`config.mk`:
```
export PLATFORM = sky130hd
export DESIGN_NAME = mem_lsu
export DESIGN_NICKNAME = d
export VERILOG_FILES = /design/src/rtl/mem_lsu_pkg.sv /design/src/rtl/mem_lsu_lane.sv /design/src/rtl/mem_lsu.sv
export SDC_FILE = /design/constraint.sdc
export NUM_CORES = 1
export LEC_CHECK = 0
export CORE_UTILIZATION = 50
export DETAILED_ROUTE_END_ITERATION = 10
export PLACE_DENSITY = 0.89
export SKIP_CTS_REPAIR_TIMING = 1
export SLEW_MARGIN = 20
export SYNTH_ARGS = -nofsm -noshare
export SYNTH_HDL_FRONTEND = slang
export SYNTH_SLANG_ARGS = --single-unit
```
`constraint.sdc`:
```
create_clock -name clk -period 5.65 [get_ports clk]
set_input_delay 1.13 -clock clk [delete_from_list [all_inputs] [get_ports clk]]
set_output_delay 1.13 -clock clk [all_outputs]
set_load 0.01 [all_outputs]
```
`src/rtl/mem_lsu_pkg.sv`:
```
// mem_lsu_pkg: shared constants for the load/store unit.
// Size encodings, FSM state codes and default geometry.
package mem_lsu_pkg;

   localparam int S_DEF = 32;
   localparam int L_DEF = 256;

   localparam logic [1:0] SZ_BYTE = 2'b00;
   localparam logic [1:0] SZ_HALF = 2'b01;
   localparam logic [1:0] SZ_WORD = 2'b10;

   // state | meaning
   // IDLE  | serve loads / word stores; start a sub-word store by reading the old word
   // MERGE | write back the old word with the captured lane replaced
   localparam logic [0:0] ST_IDLE  = 1'b0;
   localparam logic [0:0] ST_MERGE = 1'b1;

   // Encoding 11 behaves as a word access.
   function automatic logic [1:0] norm_size(input logic [1:0] sz);
      return (sz == 2'b11) ? SZ_WORD : sz;
   endfunction

endpackage

```
`src/rtl/mem_lsu_lane.sv`:
```
// mem_lsu_lane: combinational lane logic for the load/store unit.
// Load side picks a little-endian lane and extends it; store side merges
// the low bits of the store data into an existing word.
module mem_lsu_lane
   import mem_lsu_pkg::*;
#(
   parameter int S = S_DEF
) (
   input  logic [S-1:0] ld_word_i,
   input  logic [1:0]   ld_off_i,
   input  logic [1:0]   ld_size_i,
   input  logic         ld_unsigned_i,
   output logic [S-1:0] ld_data_o,
   input  logic [S-1:0] st_old_i,
   input  logic [S-1:0] st_wdata_i,
   input  logic [1:0]   st_off_i,
   input  logic [1:0]   st_size_i,
   output logic [S-1:0] st_word_o
);

   function automatic logic [S-1:0] load_extract(input logic [S-1:0] word,
                                                 input logic [1:0]   off,
                                                 input logic [1:0]   size,
                                                 input logic         uns);
      logic [7:0]  b;
      logic [15:0] h;
      b = word[{off, 3'b000} +: 8];
      h = word[{off[1], 4'b0000} +: 16];
      case (size)
         SZ_BYTE: return uns ? {{(S-8){1'b0}}, b}  : {{(S-8){b[7]}}, b};
         SZ_HALF: return uns ? {{(S-16){1'b0}}, h} : {{(S-16){h[15]}}, h};
         default: return word;
      endcase
   endfunction

   function automatic logic [S-1:0] store_merge(input logic [S-1:0] old,
                                                input logic [S-1:0] wdata,
                                                input logic [1:0]   off,
                                                input logic [1:0]   size);
      logic [S-1:0] w;
      w = old;
      case (size)
         SZ_BYTE: w[{off, 3'b000} +: 8]     = wdata[7:0];
         SZ_HALF: w[{off[1], 4'b0000} +: 16] = wdata[15:0];
         default: w = wdata;
      endcase
      return w;
   endfunction

   // Pure lane steering, no state.
   always_comb begin
      ld_data_o = load_extract(ld_word_i, ld_off_i, ld_size_i, ld_unsigned_i);
      st_word_o = store_merge(st_old_i, st_wdata_i, st_off_i, st_size_i);
   end

endmodule

```
`src/rtl/mem_lsu.sv`:
```
// mem_lsu: load/store unit between the core and word-organised data memory.
// Loads are combinational; word stores take one cycle; byte/half stores
// are a read (stalled) followed by a merged write.
// Optional feature macro: MEM_LSU_MISALIGN_TRAP_EN -- when defined, misaligned
// requests are suppressed and flagged; otherwise they are force-aligned.
module mem_lsu
   import mem_lsu_pkg::*;
#(
   parameter int S = S_DEF,
   parameter int L = L_DEF
) (
   input  logic                 clk,
   input  logic                 rst_n,
   input  logic [31:0]          req_addr,
   input  logic [S-1:0]         req_wdata,
   input  logic                 req_read,
   input  logic                 req_write,
   input  logic [1:0]           req_size,
   input  logic                 req_unsigned,
   output logic                 stall,
   output logic [S-1:0]         rdata,
   output logic                 misalign,
   output logic [$clog2(L)-1:0] mem_a,
   output logic [S-1:0]         mem_din,
   input  logic [S-1:0]         mem_dout,
   output logic                 mem_read,
   output logic                 mem_write
);

   localparam int AW = $clog2(L);

   logic [0:0]    state_q, state_d;
   logic [S-1:0]  old_q, old_d;
   logic [S-1:0]  wdata_q, wdata_d;
   logic [1:0]    off_q, off_d;
   logic [1:0]    size_q, size_d;
   logic [AW-1:0] addr_q, addr_d;

   logic [1:0]    size_n;
   logic [1:0]    off_n;
   logic          trap;
   logic [S-1:0]  ld_data;
   logic [S-1:0]  merged;
   logic          unused_addr_hi;

   // Address bits above the memory range are ignored, so accesses wrap.
   assign unused_addr_hi = ^req_addr[31:AW+2];
   assign size_n         = norm_size(req_size);

`ifdef MEM_LSU_MISALIGN_TRAP_EN
   logic misalign_q;
   logic mis;

   // Misaligned requests are blocked and leave a sticky flag behind.
   always_comb begin
      mis  = ((size_n == SZ_HALF) && req_addr[0]) ||
             ((size_n == SZ_WORD) && (req_addr[1:0] != 2'b00));
      trap = mis && (req_read || req_write);
      off_n = req_addr[1:0];
   end

   // Sticky misalign flag, cleared only by reset.
   always_ff @(posedge clk or negedge rst_n) begin
      if (!rst_n) misalign_q <= 1'b0;
      else if ((state_q == ST_IDLE) && trap) misalign_q <= 1'b1;
   end

   assign misalign = misalign_q;
`else
   // Without trapping, low address bits are forced to natural alignment.
   always_comb begin
      trap = 1'b0;
      case (size_n)
         SZ_BYTE: off_n = req_addr[1:0];
         SZ_HALF: off_n = {req_addr[1], 1'b0};
         default: off_n = 2'b00;
      endcase
   end

   assign misalign = 1'b0;
`endif

   mem_lsu_lane #(.S(S)) u_lane (
      .ld_word_i     (mem_dout),
      .ld_off_i      (off_n),
      .ld_size_i     (size_n),
      .ld_unsigned_i (req_unsigned),
      .ld_data_o     (ld_data),
      .st_old_i      (old_q),
      .st_wdata_i    (wdata_q),
      .st_off_i      (off_q),
      .st_size_i     (size_q),
      .st_word_o     (merged)
   );

   // Request decode, memory strobes and next-state / capture selection.
   always_comb begin
      state_d   = state_q;
      old_d     = old_q;
      wdata_d   = wdata_q;
      off_d     = off_q;
      size_d    = size_q;
      addr_d    = addr_q;
      stall     = 1'b0;
      mem_read  = 1'b0;
      mem_write = 1'b0;
      mem_din   = '0;
      mem_a     = req_addr[AW+1:2];
      rdata     = '0;
      case (state_q)
         ST_IDLE: begin
            if (!trap) begin
               if (req_read) rdata = ld_data;
               if (req_write) begin
                  if (size_n == SZ_WORD) begin
                     mem_write = 1'b1;
                     mem_din   = req_wdata;
                  end else begin
                     mem_read = 1'b1;
                     stall    = 1'b1;
                     state_d  = ST_MERGE;
                     old_d    = mem_dout;
                     wdata_d  = req_wdata;
                     off_d    = off_n;
                     size_d   = size_n;
                     addr_d   = req_addr[AW+1:2];
                  end
               end else if (req_read) begin
                  mem_read = 1'b1;
               end
            end
         end
         ST_MERGE: begin
            mem_a     = addr_q;
            mem_write = 1'b1;
            mem_din   = merged;
            state_d   = ST_IDLE;
         end
         default: state_d = ST_IDLE;
      endcase
   end

   // State and capture registers; reset drops any pending merge at once.
   always_ff @(posedge clk or negedge rst_n) begin
      if (!rst_n) begin
         state_q <= ST_IDLE;
         old_q   <= '0;
         wdata_q <= '0;
         off_q   <= '0;
         size_q  <= '0;
         addr_q  <= '0;
      end else begin
         state_q <= state_d;
         old_q   <= old_d;
         wdata_q <= wdata_d;
         off_q   <= off_d;
         size_q  <= size_d;
         addr_q  <= addr_d;
      end
   end

endmodule

```
==> results of run 1 <==
-- synth_stat cells (all sizes together) --
library cell,n,area (sq um)
mux2,82,923
dfrtp,77,1930
a22o,46,403
buf,36,220
nor2,23,86.3
o21ai,23,115
mux2i,22,220
nand2,21,78.8
a221oi,18,158
a221o,17,170
a21o,16,120
a32oi,14,123
clkbuf,13,48.8
o22ai,10,62.6
inv,8,30.0
a21oi,6,33.8
o211a,6,60.1
ha,5,62.6
nand2b,5,38.8
and3,4,25.0
mux4,4,90.1
nor3,4,36.3
a211oi,3,27.5
nand3,3,15.0
nand3b,3,22.5
nor2b,3,26.3
a22oi,2,15.0
a32o,2,20.0
and2,2,12.5
nor3b,2,20.0
nor4,2,27.5
a31oi,1,6.26
clkinv,1,3.75
conb,1,3.75
nor4b,1,8.76
o221ai,1,8.76
o31ai,1,7.51
or2,1,8.76
-- where the power goes --
part	switching (mW)	internal (mW)	leakage, nW
sequential	0.123	0.646	0.911
combinational	0.270	0.337	1.87
clock	0.202	0.258	0.105
-- stage by stage --
| step | hold WS, ns | power (mW) | cell area, sq um | setup slack (ns) | instances |
|---|---|---|---|---|---|
| 5_1_grt | 0.522 | 1.92 | 6990 | 0.758 | 753 |
| 3_3_place_gp | 0.462 | 1.34 | 6770 | 0.937 | 738 |
| 2_1_floorplan | 0.452 | 1.10 | 5270 | 2.30 | 489 |
| 4_1_cts | 0.494 | 1.83 | 6990 | 0.983 | 753 |
| 3_5_place_dp | 0.476 | 1.37 | 6770 | 1.00 | 738 |
| 6_report | 0.491 | 1.84 | 6990 | 0.941 | 753 |
-- layout make-up --
class	count	area share, %
multi-input cells	354	43.5
repair buffers	162	22.9
clock inverters	4	1.04
inverters	9	0.484
flip-flops and latches	77	27.6
well taps	136	2.44
clock buffers	11	2.02
-- path summary, 6_finish.rpt --
kind / from / endpoint / slack [ns]
worst max-delay path: req_size[0] / rdata[30] / 0.94
max in group asynchronous: rst_n / old_q[24]$_DFFE_PN0P_ / 4.08
worst min-delay path: addr_q[6]$_DFFE_PN0P_ / addr_q[6]$_DFFE_PN0P_ / 0.49
min in group asynchronous: rst_n / wdata_q[16]$_DFFE_PN0P_ / 0.92
worst max register to register: state_q$_DFF_PN0_ / wdata_q[29]$_DFFE_PN0P_ / 2.99
worst min register to register: addr_q[6]$_DFFE_PN0P_ / addr_q[6]$_DFFE_PN0P_ / 0.49
-- flip-flops by register name (all words and copies together) (netlist names) --
name	flops
old_q	32
wdata_q	32
addr_q	8
off_q	2
size_q	2
state_q	1
-- worst reg2reg max path, delay by kind of cell (launching register included) --
family,cells,cell delay [ns]
buffers and inverters,2,1.07
DFF,1,0.61
muxes,1,0.50
and+or+nand+nor,2,0.36
-- cells by family after synthesis --
group           Yosys count  share of synthesized area, %
other cells               1                        0.0712
buf+inv                  58                          5.75
fa+ha+maj                 5                          1.19
simple gates             74                          7.72
compound gates          166                          25.3
flops                    77                          36.6
mux                     108                          23.4
-- layer usage --
metal	vias to the layer above	track usage (%)
met5	-	0
met4	0	12.8
met3	50	6.11
met2	293	47.9
met1	2367	41.0
li1	2157	-
==> results_tabular.tex, run 1 <==
\begin{tabular}{lr}
\hline
Metric & Value \\
\hline
\multicolumn{2}{l}{\textbf{Outcome}} \\
Outcome & finished, final reports clean \\
\multicolumn{2}{l}{\textbf{Global route}} \\
Leftover overflow at the end of global routing & 0 \\
Pin count of the biggest net entering global routing & 79 \\
Number of antenna violations at the first check in global routing & 0 \\
Wire length of the first global-routing pass & 26000 um \\
All-layer global routing usage & 30.5\% \\
Via count of the first global-routing pass & 4846 \\
\multicolumn{2}{l}{\textbf{Detailed routing}} \\
Wire length per cell & 22.0 um \\
Total via count in the routed design & 4867 \\
Routed length on met1 & 6980 um \\
Antenna Violating Nets Remaining & 0 \\
First-pass DRT Iterations & 5 \\
Drt drc & 0 \\
Detail Route met3 WL & 1410 um \\
Met2 Wirelength & 7590 um \\
Drt via density & 6.46 \\
Routed Wire Length & 16600 um \\
Drt first-iter violations & 431 \\
Max layer used & met4 \\
\multicolumn{2}{l}{\textbf{Floorplan}} \\
Chip Height & 105 um \\
Area of the core & 10300 sq um \\
Number of cell rows & 37 \\
Die area & 10900 sq um \\
Boundary pin count & 179 \\
Initial Utilization & 51.2\% \\
Die X & 105 um \\
\multicolumn{2}{l}{\textbf{Logic synthesis}} \\
Average footprint of a synthesized cell & 10.8 sq um \\
Yosys synthesis warning count & 0 \\
Count of state elements after synthesis & 77 \\
Number of standard cells after synthesis & 489 \\
Net Count, Synth & 597 \\
Unique masters post-synth & 53 \\
Proportion of synthesized chip area in sequential cells & 36.6\% \\
Synthesized cell area & 5270 sq um \\
\multicolumn{2}{l}{\textbf{STA}} \\
Period utilization & 83.3\% \\
Relative slew margins & 21.0\% \\
Minimum clock period & 4.71 ns \\
RSZ-0062 raised after global routing & false \\
Final-report setup violation count & 0 \\
Final Slew Violations & 0 \\
Worst Skew & 0.0105 ns \\
Max Fclk & 0.212 GHz \\
Total count of hold-check failures in the final report & 0 \\
Transition time of the tightest slew-check pin & 1.18 ns \\
TNS Setup & 0 ns \\
\multicolumn{2}{l}{\textbf{Power}} \\
Worst IR drop on VDD & 0.000134 V \\
Pleak & 2.89 nW \\
Pwr/cell area & 263 nW/um\^{}2 \\
\multicolumn{2}{l}{\textbf{Worst setup path}} \\
Required time of the critical path & 4.52 ns \\
WP depth & 6 \\
Crit Path Class & in2out \\
Crit start category & input pin \\
Crit end category & output pin \\
Critical path buffers and inverters & 2 \\
Depth of the worst register-to-register path & 5 \\
Crit-path max cell delay & 0.73 ns \\
Dominant cell type by count on the critical path & sky130\_fd\_sc\_hd\_\_clkdlybuf4s50\_1 \\
Cells traversed along the worst timing path & clkdlybuf4s50\_1, nor2\_1, nand2\_1, a21oi\_2, a21o\_1, clkdlybuf4s50\_1 \\
Delay-heaviest family, CP & buffers and inverters \\
Arrival time reported for the critical path endpoint & 3.58 ns \\
CP max stage cell & sky130\_fd\_sc\_hd\_\_clkdlybuf4s50\_1 \\
Maximum net fanout on the critical path & 16 \\
\multicolumn{2}{l}{\textbf{Placement}} \\
Final estimated routing congestion in global placement & 0.941 \\
Port Buffer Count & 155 \\
Post-detailed-placement half-perimeter wirelength & 11900 um \\
\multicolumn{2}{l}{\textbf{Layout}} \\
Syn-to-layout area delta & 32.6\% \\
Fraction of final layout cells sized beyond drive strength 1 & 17.0\% \\
Util after Layout & 68.0\% \\
Fill cell total of the finished layout & 795 \\
NumNets Final & 721 \\
Ant diodes & 0 \\
Most common cell after layout, fill and taps aside & sky130\_fd\_sc\_hd\_\_clkdlybuf4s50\_1 \\
Register cell area after layout & 1930 sq um \\
Multi-input gate area in the final layout & 3040 sq um \\
Commonest cells after routing, fill and taps aside & sky130\_fd\_sc\_hd\_\_clkdlybuf4s50\_1 (154), sky130\_fd\_sc\_hd\_\_dfrtp\_1 (77), sky130\_fd\_sc\_hd\_\_mux2\_2 (67), sky130\_fd\_sc\_hd\_\_a22o\_1 (46), sky130\_fd\_sc\_hd\_\_nor2\_1 (23) \\
\multicolumn{2}{l}{\textbf{Clock tree}} \\
CTS HTree Levels & 3 \\
Clock sink count & 77 \\
Worst-skew pair later-pin latency & 0.35 ns \\
CTS clk-pin slew, worst paths & 0.08 ns \\
Clock buffers created by TritonCTS & 9 \\
Cell at the root of the clock tree & sky130\_fd\_sc\_hd\_\_clkbuf\_8 \\
Clock tree from TritonCTS & built \\
Maximum buffer depth of the clock tree & 2 \\
\multicolumn{2}{l}{\textbf{Flow run}} \\
Max-cap violation count & 0 \\
\multicolumn{2}{l}{\textbf{Min path}} \\
Hold Crit Class & reg2reg \\
Cell depth of the worst hold path & 1 \\
\hline
\end{tabular}
Power figures use the tool's default switching activity.
==> run 2, diff against run 1 <==
CORE_UTILIZATION = 47   (was 50)
PLACE_DENSITY = 0.84   (was 0.89)
clock period = 4.51 ns   (was 5.65 ns; I/O delays follow)
==> results_tabular.tex, run 2 (synthesized netlist as in run 1, its figures left out) <==
\begin{tabular}{lr}
\hline
Metric & Value \\
\hline
\multicolumn{2}{l}{\textbf{Worst setup path}} \\
CP max stage cell & sky130\_fd\_sc\_hd\_\_clkdlybuf4s50\_1 \\
Crit Path Class & in2out \\
Reg-to-reg endpoint & old\_q[6]\$\_DFFE\_PN0P\_ \\
Internal reg-to-reg setup slack & 2.32 ns (-0.67 ns) \\
Source of the critical timing path & req\_size[1] \\
Worst setup endpoint & rdata[4] \\
Crit end category & output pin \\
Crit start category & input pin \\
Arrival time reported for the critical path endpoint & 3.24 ns (-0.34 ns) \\
Required time of the critical path & 3.61 ns (-0.91 ns) \\
R2r startpoint & state\_q\$\_DFF\_PN0\_ \\
Depth of the worst register-to-register path & 4 (-1) \\
Crit-path max cell delay & 0.71 ns (-0.02 ns) \\
Maximum net fanout on the critical path & 11 (-5) \\
Cells traversed along the worst timing path & clkdlybuf4s50\_1, nand2b\_1, o22ai\_1, a221oi\_1, clkdlybuf4s50\_1 \\
Dominant cell type by count on the critical path & sky130\_fd\_sc\_hd\_\_clkdlybuf4s50\_1 \\
\multicolumn{2}{l}{\textbf{Detailed routing}} \\
Routed Wire Length & 16300 um (-1.4\%) \\
Drt via density & 6.33 (-2.1\%) \\
Wire length per cell & 21.5 um (-2.4\%) \\
Antenna Violating Nets Remaining & 0 (unchanged) \\
Drt first-iter violations & 355 (-18\%) \\
Drt drc & 0 (unchanged) \\
Total via count in the routed design & 4815 (-1.1\%) \\
First-pass DRT Iterations & 7 (+2) \\
\multicolumn{2}{l}{\textbf{STA}} \\
Period utilization & 91.9\% \\
Worst Skew & 0.00671 ns (-0.00379 ns) \\
Total count of hold-check failures in the final report & 0 (unchanged) \\
TNS Setup & 0 ns (unchanged) \\
Transition time of the tightest slew-check pin & 1.05 ns (-0.128 ns) \\
Final-report setup violation count & 0 (unchanged) \\
Minimum clock period & 4.14 ns \\
Relative slew margins & 29.6\% (+8.6 points) \\
Max Fclk & 0.241 GHz \\
RSZ-0062 raised after global routing & false \\
Final Slew Violations & 0 (unchanged) \\
\multicolumn{2}{l}{\textbf{Power}} \\
Pwr/cell area & 318 nW/um\^{}2 (+21\%) \\
Final Total Pwr & 2.22 mW (+21\%) \\
Worst IR drop on VDD & 0.000161 V (+20\%) \\
Pleak & 2.89 nW (+0.23\%) \\
\multicolumn{2}{l}{\textbf{Clock tree}} \\
Cell at the root of the clock tree & sky130\_fd\_sc\_hd\_\_clkbuf\_8 \\
Maximum buffer depth of the clock tree & 2 (unchanged) \\
Clock sink count & 77 (unchanged) \\
Worst-skew pair later-pin latency & 0.35 ns (about the same) \\
CTS HTree Levels & 3 (unchanged) \\
Clock tree from TritonCTS & built \\
CTS clk-pin slew, worst paths & 0.08 ns (about the same) \\
Clock buffers created by TritonCTS & 9 (unchanged) \\
\multicolumn{2}{l}{\textbf{Floorplan}} \\
Area of the core & 10900 sq um (+5.9\%) \\
Die area & 11600 sq um (+6.3\%) \\
Initial Utilization & 48.4\% (-2.9 points) \\
Boundary pin count & 179 (unchanged) \\
Die X & 108 um (+3.1\%) \\
Chip Height & 108 um (+3.1\%) \\
Number of cell rows & 38 (+2.7\%) \\
\multicolumn{2}{l}{\textbf{Layout}} \\
Largest registers & old\_q: 32 flops, wdata\_q: 32 flops, addr\_q: 8 flops \\
Fraction of final layout cells sized beyond drive strength 1 & 17.6\% (+0.53 points) \\
Fill cell total of the finished layout & 906 (+14\%) \\
Ant diodes & 0 (unchanged) \\
Commonest cells after routing, fill and taps aside & sky130\_fd\_sc\_hd\_\_clkdlybuf4s50\_1 (154), sky130\_fd\_sc\_hd\_\_dfrtp\_1 (77), sky130\_fd\_sc\_hd\_\_mux2\_2 (67), sky130\_fd\_sc\_hd\_\_a22o\_1 (46), sky130\_fd\_sc\_hd\_\_nor2\_1 (23) \\
NumNets Final & 725 (+0.55\%) \\
Syn-to-layout area delta & 32.7\% (about the same) \\
Most common cell after layout, fill and taps aside & sky130\_fd\_sc\_hd\_\_clkdlybuf4s50\_1 \\
\multicolumn{2}{l}{\textbf{Min path}} \\
Cell depth of the worst hold path & 1 (unchanged) \\
Hold Crit Class & reg2reg \\
Critical hold path startpoint & addr\_q[6]\$\_DFFE\_PN0P\_ \\
\multicolumn{2}{l}{\textbf{Placement}} \\
Final estimated routing congestion in global placement & 0.921 (-2.2\%) \\
Post-detailed-placement half-perimeter wirelength & 12100 um (+1.3\%) \\
Port Buffer Count & 155 (unchanged) \\
\multicolumn{2}{l}{\textbf{Global route}} \\
Leftover overflow at the end of global routing & 0 (unchanged) \\
All-layer global routing usage & 29.1\% (-1.4 points) \\
Number of antenna violations at the first check in global routing & 0 (unchanged) \\
Via count of the first global-routing pass & 4648 (-4.1\%) \\
Wire length of the first global-routing pass & 25500 um (-2.0\%) \\
Pin count of the biggest net entering global routing & 79 (unchanged) \\
\multicolumn{2}{l}{\textbf{Outcome}} \\
Outcome & finished, final reports clean \\
\multicolumn{2}{l}{\textbf{Flow run}} \\
Max-cap violation count & 0 (unchanged) \\
\hline
\end{tabular}
## run 2: final cells by class
cell class	instances	area [sq um]	share of cell area, %
inverter	9	33.8	0.484
sequential	77	1930	27.6
clock inverter	5	52.6	0.752
timing repair buffer	166	1630	23.4
clock buffer	10	128	1.83
multi-input combinational	354	3040	43.5
tap	140	175	2.51
## run 2: how the worst min path moves through the flow
| stage | endpoint |
|---|---|
| after floorplan | addr_q[6]$_DFFE_PN0P_ |
| after global placement | addr_q[6]$_DFFE_PN0P_ |
| after detailed placement | addr_q[7]$_DFFE_PN0P_ |
| after CTS | addr_q[7]$_DFFE_PN0P_ |
| after global routing | addr_q[3]$_DFFE_PN0P_ |
| final | addr_q[6]$_DFFE_PN0P_ |
## run 2: layer usage
metal	vias to the layer above	track usage, %	share of wire (%)
li1	2168	-	-
met3	31	5.63	7.7
met4	0	14.0	3.3
met5	-	0	0
met1	2347	39.6	43
met2	269	44.2	46
## run 2: power breakdown
part	internal (mW)	switching [mW]	total [mW]
combinational	0.426	0.335	0.761
sequential	0.810	0.151	0.961
clock	0.250	0.253	0.503
## run 2: critical path: cells and delay by family
kind | cells | cell delay, ns
buf+inv | 2 | 1.32
compound gates | 2 | 0.56
simple gates | 1 | 0.46
## run 2: metrics by stage
stage | setup slack, ns | instances | utilization (%) | cell area [sq um] | hold slack [ns]
finish | 0.365 | 761 | 64.2 | 6990 | 0.505
global placement | 0.385 | 746 | 62.5 | 6810 | 0.463
floorplan | 1.57 | 489 | - | 5270 | 0.452
global route | 0.184 | 761 | 64.2 | 6990 | 0.526
CTS | 0.366 | 761 | 64.2 | 6990 | 0.512
detailed placement | 0.403 | 746 | 62.5 | 6810 | 0.493
